$ cat config.mk
export PLATFORM = sky130hd
export DESIGN_NAME = dm_access_arbiter
export DESIGN_NICKNAME = d
export VERILOG_FILES = /design/src/rtl/dm_arb_pkg.sv /design/src/rtl/dm_access_arbiter.sv
export SDC_FILE = /design/constraint.sdc
export NUM_CORES = 1
export LEC_CHECK = 0
export ABC_CLOCK_PERIOD_IN_PS = 6850
export CAP_MARGIN = 20
export CORE_MARGIN = 2
export CORE_UTILIZATION = 44
export CTS_CLUSTER_SIZE = 16
export DETAILED_ROUTE_END_ITERATION = 8
export PLACE_DENSITY = 0.93
export SLEW_MARGIN = 40
export SYNTH_ARGS = -nofsm -noshare
export SYNTH_HDL_FRONTEND = slang
export SYNTH_SLANG_ARGS = --single-unit
$ cat constraint.sdc
create_clock -name clk_i -period 6.85 [get_ports clk_i]
set_input_delay 1.7125 -clock clk_i [delete_from_list [all_inputs] [get_ports clk_i]]
set_output_delay 1.7125 -clock clk_i [all_outputs]
set_load 0.02 [all_outputs]
$ cat src/rtl/dm_arb_pkg.sv
// Shared types for the data-memory access arbiter: FSM states, access owner
// and the word-alignment mask.
package dm_arb_pkg;

    typedef enum logic [1:0] {
        IDLE,
        ISSUE,
        WAIT,
        RESP
    } state_t;

    typedef enum logic {
        OWN_CPU,
        OWN_DBG
    } owner_t;

    localparam logic [1:0] MISALIGN_MASK = 2'b11;

endpackage

$ cat src/rtl/dm_access_arbiter.sv
// Shares the single-port data memory between the CPU MEM stage and a debug
// port, sequencing one word access at a time against a fixed-latency memory.
module dm_access_arbiter
    import dm_arb_pkg::*;
#(
    parameter int ADDR_W  = 7,
    parameter int DATA_W  = 32,
    parameter int MEM_LAT = 2
) (
    input  logic              clk_i,
    input  logic              rst_i,
    input  logic              cpu_req_i,
    input  logic              cpu_we_i,
    input  logic [ADDR_W-1:0] cpu_addr_i,
    input  logic [DATA_W-1:0] cpu_wdata_i,
    output logic [DATA_W-1:0] cpu_rdata_o,
    output logic              cpu_ack_o,
    output logic              cpu_err_o,
    output logic              cpu_stall_o,
    input  logic              dbg_req_i,
    input  logic              dbg_we_i,
    input  logic [ADDR_W-1:0] dbg_addr_i,
    input  logic [DATA_W-1:0] dbg_wdata_i,
    output logic [DATA_W-1:0] dbg_rdata_o,
    output logic              dbg_ack_o,
    output logic              dbg_err_o,
    output logic              mem_en_o,
    output logic              mem_we_o,
    output logic [ADDR_W-1:0] mem_addr_o,
    output logic [DATA_W-1:0] mem_wdata_o,
    input  logic [DATA_W-1:0] mem_rdata_i,
    output logic [31:0]       stall_cnt_o
);

    localparam int CNT_W = (MEM_LAT < 2) ? 1 : $clog2(MEM_LAT + 1);

    state_t            r_state, w_state;
    owner_t            r_owner, w_owner;
    owner_t            r_last_grant, w_last_grant;
    logic              r_we, w_we;
    logic [ADDR_W-1:0] r_addr, w_addr;
    logic [DATA_W-1:0] r_wdata, w_wdata;
    logic [CNT_W-1:0]  r_cnt, w_cnt;
    logic              r_mem_en, w_mem_en;
    logic              r_mem_we, w_mem_we;
    logic              r_cpu_ack, w_cpu_ack;
    logic              r_cpu_err, w_cpu_err;
    logic              r_dbg_ack, w_dbg_ack;
    logic              r_dbg_err, w_dbg_err;
    logic [DATA_W-1:0] r_cpu_rdata, w_cpu_rdata;
    logic [DATA_W-1:0] r_dbg_rdata, w_dbg_rdata;
    logic [31:0]       r_stall_cnt;
    logic              w_misalign;
    logic              w_cpu_stall;

    // Gated by reset so every output reads 0 while the block is held in reset.
    assign w_cpu_stall = cpu_req_i & ~r_cpu_ack & ~rst_i;

    always_comb begin
        // NOTE: every variable gets a default first so no path can infer a latch.
        w_state      = r_state;
        w_owner      = r_owner;
        w_last_grant = r_last_grant;
        w_we         = r_we;
        w_addr       = r_addr;
        w_wdata      = r_wdata;
        w_cnt        = r_cnt;
        w_misalign   = 1'b0;
        w_mem_en     = 1'b0;
        w_mem_we     = 1'b0;
        w_cpu_ack    = 1'b0;
        w_cpu_err    = 1'b0;
        w_dbg_ack    = 1'b0;
        w_dbg_err    = 1'b0;
        w_cpu_rdata  = r_cpu_rdata;
        w_dbg_rdata  = r_dbg_rdata;

        case (r_state)
            IDLE: begin
                if (cpu_req_i || dbg_req_i) begin
                    // A lone requester wins; on a tie the port not granted last time wins.
                    w_owner = (cpu_req_i && (!dbg_req_i || r_last_grant == OWN_DBG))
                              ? OWN_CPU : OWN_DBG;
                    w_last_grant = w_owner;
                    if (w_owner == OWN_CPU) begin
                        w_we    = cpu_we_i;
                        w_addr  = cpu_addr_i;
                        w_wdata = cpu_wdata_i;
                    end else begin
                        w_we    = dbg_we_i;
                        w_addr  = dbg_addr_i;
                        w_wdata = dbg_wdata_i;
                    end
                    w_misalign = (w_addr[1:0] & MISALIGN_MASK) != 2'b00;
                    if (w_misalign) begin
                        w_state = RESP;
                        if (w_owner == OWN_CPU) begin
                            w_cpu_ack   = 1'b1;
                            w_cpu_err   = 1'b1;
                            w_cpu_rdata = '0;
                        end else begin
                            w_dbg_ack   = 1'b1;
                            w_dbg_err   = 1'b1;
                            w_dbg_rdata = '0;
                        end
                    end else begin
                        w_state  = ISSUE;
                        w_mem_en = 1'b1;
                        w_mem_we = w_we;
                    end
                end
            end
            ISSUE: begin
                w_state = WAIT;
                w_cnt   = CNT_W'(MEM_LAT);
            end
            WAIT: begin
                if (r_cnt == CNT_W'(1)) begin
                    w_state = RESP;
                    if (r_owner == OWN_CPU) begin
                        w_cpu_ack = 1'b1;
                        if (!r_we) w_cpu_rdata = mem_rdata_i;
                    end else begin
                        w_dbg_ack = 1'b1;
                        if (!r_we) w_dbg_rdata = mem_rdata_i;
                    end
                end else begin
                    w_cnt = r_cnt - CNT_W'(1);
                end
            end
            RESP: begin
                w_state = IDLE;
            end
            default: begin
                w_state = IDLE;
            end
        endcase
    end

    always_ff @(posedge clk_i or posedge rst_i) begin
        if (rst_i) begin
            r_state      <= IDLE;
            r_owner      <= OWN_CPU;
            r_last_grant <= OWN_DBG;
            r_we         <= 1'b0;
            r_addr       <= '0;
            r_wdata      <= '0;
            r_cnt        <= '0;
            r_mem_en     <= 1'b0;
            r_mem_we     <= 1'b0;
            r_cpu_ack    <= 1'b0;
            r_cpu_err    <= 1'b0;
            r_dbg_ack    <= 1'b0;
            r_dbg_err    <= 1'b0;
            r_cpu_rdata  <= '0;
            r_dbg_rdata  <= '0;
            r_stall_cnt  <= '0;
        end else begin
            // NOTE: non-blocking assignments so every register samples pre-edge values.
            r_state      <= w_state;
            r_owner      <= w_owner;
            r_last_grant <= w_last_grant;
            r_we         <= w_we;
            r_addr       <= w_addr;
            r_wdata      <= w_wdata;
            r_cnt        <= w_cnt;
            r_mem_en     <= w_mem_en;
            r_mem_we     <= w_mem_we;
            r_cpu_ack    <= w_cpu_ack;
            r_cpu_err    <= w_cpu_err;
            r_dbg_ack    <= w_dbg_ack;
            r_dbg_err    <= w_dbg_err;
            r_cpu_rdata  <= w_cpu_rdata;
            r_dbg_rdata  <= w_dbg_rdata;
            if (w_cpu_stall && r_stall_cnt != 32'hFFFF_FFFF)
                r_stall_cnt <= r_stall_cnt + 32'd1;
        end
    end

    assign cpu_rdata_o = r_cpu_rdata;
    assign cpu_ack_o   = r_cpu_ack;
    assign cpu_err_o   = r_cpu_err;
    assign cpu_stall_o = w_cpu_stall;
    assign dbg_rdata_o = r_dbg_rdata;
    assign dbg_ack_o   = r_dbg_ack;
    assign dbg_err_o   = r_dbg_err;
    assign mem_en_o    = r_mem_en;
    assign mem_we_o    = r_mem_we;
    assign mem_addr_o  = r_addr;
    assign mem_wdata_o = r_wdata;
    assign stall_cnt_o = r_stall_cnt;

endmodule

# After elaboration in Yosys (flattened, before gate mapping)
# Cells that the tools add are included.
# totals
regBits	148
latchBits	0
mem_bits_rw	0
romBits	0
input_bits	116
out_inout_bits	142
wordCells	94
n_memories	0
# op_classes
add_sub_neg	2
n_mul	0
div	0
magnitude_cmp	0
n_eq_ne	14
shifts	0
n_mux	44
bitwise	4
reduce_logical	14
# op_table
operator	count
$mux 32	12
$pmux 32 s2	2
$add 32x1->32 const B	1
$ne 32x32->1 const B	1
$mux 7	3
$mux 1	19
$ne 2x2->1 const B	9
$reduce_and 7->1	2
$mux 2	4
$pmux 2 s4	1
$reduce_and 2->1	3
$reduce_bool 2->1	3
$eq 2x1->1 const B	2
$eq 2x2->1 const B	2
$pmux 1 s2	2
$pmux 2 s2	1
$and 1x1->1	2
$logic_and 1x1->1	2
$logic_not 2->1	1
$logic_or 1x1->1	2
$not 1->1	2
$sub 2x1->2 const B	1
$logic_not 1->1	1

# Depth between registers and ports, before layout
# depth
depth_word	10
depth_mapped	8
mapped_depth_nobuf	7

# Worst setup path before layout
# No wires, ideal clock.
# synth_timing
kind	input to output
start	in rst_i
end	out cpu_stall_o
t_arrival_ns	2.070
t_required_ns	5.137
setup_slack_ns	3.068
path_stages	3
cell_sequence	nor2_1 nand2_1 inv_1
# synth_between
elab_chain_cells	2
# synth_lines
item	line	text
start, declared	dm_access_arbiter.sv:11	input logic rst_i,
$not 1->1	dm_access_arbiter.sv:57	assign w_cpu_stall = cpu_req_i & ~r_cpu_ack & ~rst_i;
$and 1x1->1	dm_access_arbiter.sv:57	
end, declared	dm_access_arbiter.sv:19	output logic cpu_stall_o,
# Every way passes these cells.

# Worst setup path in the final report
# layout_timing
start	in cpu_req_i
end	out cpu_stall_o
# layout_between
elab_chain_cells	2
# layout_lines
item	line	text
start, declared	dm_access_arbiter.sv:12	input logic cpu_req_i,
$and 1x1->1 (2 in series)	dm_access_arbiter.sv:57	
# Every way passes these cells.

==> metrics.yaml <==
synth_compound_area_frac: 0.0751
cp_data_arrival_time_ps: 3330
synth-edff-count: 0
drive_gt1_frac: 0.0568
status: "finished, final reports clean"
die_w_um: 125
final_cell_mix: "clkdlybuf4s50_1 (257), dfrtp_1 (147), nand2_1 (125)"
p_int_mw: 2.51
cts_buffer_depth: 2
r2r_start: "r_state[0]"
place_congestion: 0.798
routed_via_density: 5.01
postCtsHoldBufs: 0
cts_resized: 0
worst_hold_path_type: "reg -> reg"
track_usage: 0.215
synth-async-reset-ratio: 1.00
p_switching_mw: 1.50
vdd_drop_max_v: 0.000219
swShare: 0.373
post-dp-hpwl_um: 11900
ff2ff_path_depth: 9
synth_area_sq_um: 6450
synth_top_family_by_area: "simple AND/OR/NAND/NOR gates"
core.rowCount: 44
ios: 258
reg2reg_slack_ps: 4340
drtIter0Drc: 284
grt_max_degree: 97
detail_route.first_pass.iterations: 6
maxCapViolCount: 0
start_kind: "primary input"
port_buffers: 257
criticalPathCategory: "in -> out"
drc: 0
hold_violations: 0
area_growth_pct: 52.3
post-route-min-period_ps: 5040
whs_path_depth: 2
synth.distinct_cells: 38
clkTransAtPathRegs_ps: 60
antenna_found_initial: 1
total_power_mw: 4.00
synth.avg_cell_area_sq_um: 10.5
grt_pass1_vias: 5529
clockRootBuffer: "clkbuf_16"
routedWlPerCell_um: 15.4
cts.htree.levels: 4
worstMarginPinSlew_ps: 672
max_freq_mhz: 198
drv_slew: 0
p_leak_nw: 4.54
layout_commonest_cell: "clkdlybuf4s50_1"
synth_xor_area_frac: 0.0435
clock-sinks: 148
sequentialPowerShare: 0.330
final_nets: 990
powerDensity_nw_per_um2: 408
setup-tns-final_ps: 0
min_to: "mem_wdata_o[17]"
path_cells: "clkdlybuf4s50_1, nand2_1, inv_1, clkdlybuf4s50_1"
yosysWarningCount: 0
insertion_delay_ps: 410
hold_path.startpoint: "mem_wdata_o[17]"
setup-violations-final: 0
cp_common_cell: "clkdlybuf4s50_1"
period_share: 0.736
cts_setup_buffers: 0
synth_ff_type: "dfrtp_1"
start_util: 0.447
antenna_cells: 0
netlist_instances: 614
grt_pass1_wl_um: 27000
slowest_delay_ps: 630
rsz0062_at_grt: "no"
synth_sequential_area_ratio: 0.575
synth_seq_cells: 148
cp.required_ps: 5140
vias: 5333
p_clk_frac: 0.228
crit_slowest_cell: "clkdlybuf4s50_1"
synth_mux_area_frac: 0.116
cts_tree: "built"
dieHeight_um: 125
endpoint_kind: "primary output"
die-area_sq_um: 15600
wirelength_um: 16300
syn_nets: 736
combPwrFrac: 0.441
cts_inserted_buffers: 17
yosys.area_share.simple: 0.136
grt_overflow: 0
critPathMaxFanout: 7
synth_fa_ha_area_frac: 0.0116
antenna_left: 0
relSlewSlack: 0.552
r2r-end: "dbg_rdata_o[2]"
fin_worst_skew_ps: 8.96
fp.coreArea_sq_um: 14400
==> sequential cells by signal, summed over array words and instances (netlist names) <==
register	flops
cpu_err_o	1
r_last_grant	1
dbg_rdata_o	32
mem_wdata_o	32
mem_addr_o	7
dbg_err_o	1
cpu_ack_o	1
stall_cnt_o	32
r_we	1
dbg_ack_o	1
mem_we_o	1
r_owner	1
mem_en_o	1
r_cnt	2
cpu_rdata_o	32
r_state	2
==> worst max-delay path: cells and delay by family <==
family	cells	cell delay (ps)
buf+inv	3	1380
simple gates	1	230
==> power groups by stage <==
stage / Sequential, mW / Clock [mW] / Combinational [mW]
floorplan: 1.62 / 0 / 0.695
global placement: 1.32 / 0 / 1.72
detailed placement: 1.33 / 0 / 1.78
CTS: 1.32 / 0.935 / 1.78
global route: 1.36 / 0.973 / 1.92
finish: 1.32 / 0.914 / 1.77
==> Yosys cell counts, types with 2 or more instances <==
master | count | area share
and2_1 | 3 | 0.0029
inv_1 | 41 | 0.024
a21oi_1 | 6 | 0.0047
xnor2_1 | 19 | 0.026
nand2_1 | 126 | 0.073
mux2i_1 | 75 | 0.12
a31o_2 | 2 | 0.0027
nand3_1 | 7 | 0.0054
nor3_1 | 12 | 0.0093
nor2_1 | 11 | 0.0064
and4_1 | 3 | 0.0041
and3_1 | 7 | 0.0068
nand2b_1 | 3 | 0.0029
buf_1 | 4 | 0.0023
clkbuf_1 | 20 | 0.012
nand4_1 | 11 | 0.011
buf_2 | 4 | 0.0031
a31oi_1 | 3 | 0.0029
a211oi_1 | 2 | 0.0023
ha_1 | 6 | 0.012
o21ai_0 | 74 | 0.057
dfrtp_1 | 147 | 0.57
xor2_1 | 13 | 0.018
==> cell families after synthesis <==
family | Yosys count
AOI/OAI and AO/OA | 91
and+or+nand+nor | 192
adders and majority gates | 6
muxes | 75
DFF | 148
buffers and inverters | 70
xor gates and xnor gates | 32
==> through the flow <==
step | area (sq um) | cells | setup slack, ps | utilization | hold slack, ps
2_1_floorplan | 6450 | 614 | 1160 | - | 441
3_3_place_gp | 9210 | 1032 | 1870 | 0.639 | 460
3_5_place_dp | 9220 | 1032 | 1830 | 0.639 | 469
4_1_cts | 9800 | 1063 | 1820 | 0.680 | 482
5_1_grt | 9820 | 1064 | 1730 | 0.681 | 509
6_report | 9820 | 1064 | 1810 | 0.681 | 477
==> worst max path at each step <==
stage	from	to	slack, ps	depth (start not counted)
after CTS	cpu_req_i	cpu_stall_o	1820	4
after global placement	cpu_req_i	cpu_stall_o	1870	4
after floorplan	rst_i	cpu_ack_o	1160	1
after detailed placement	cpu_req_i	cpu_stall_o	1830	4
after global routing	cpu_req_i	cpu_stall_o	1730	4
final	cpu_req_i	cpu_stall_o	1810	4
==> cell type report <==
type	count	area [sq um]
Fill cell	1105	4610
Clock inverter	9	101
Clock buffer	22	484
Tap cell	184	230
Multi-Input combinational cell	396	2500
Timing Repair Buffer	264	2630
Sequential cell	148	3700
Inverter	41	161
==> metal layers <==
metal,global-route usage,wire length (um)
met1,0.248,6520
met2,0.374,8400
met3,0.0633,1020
met4,0.0889,380
met5,0,16
(Power assumes the default switching activity.)
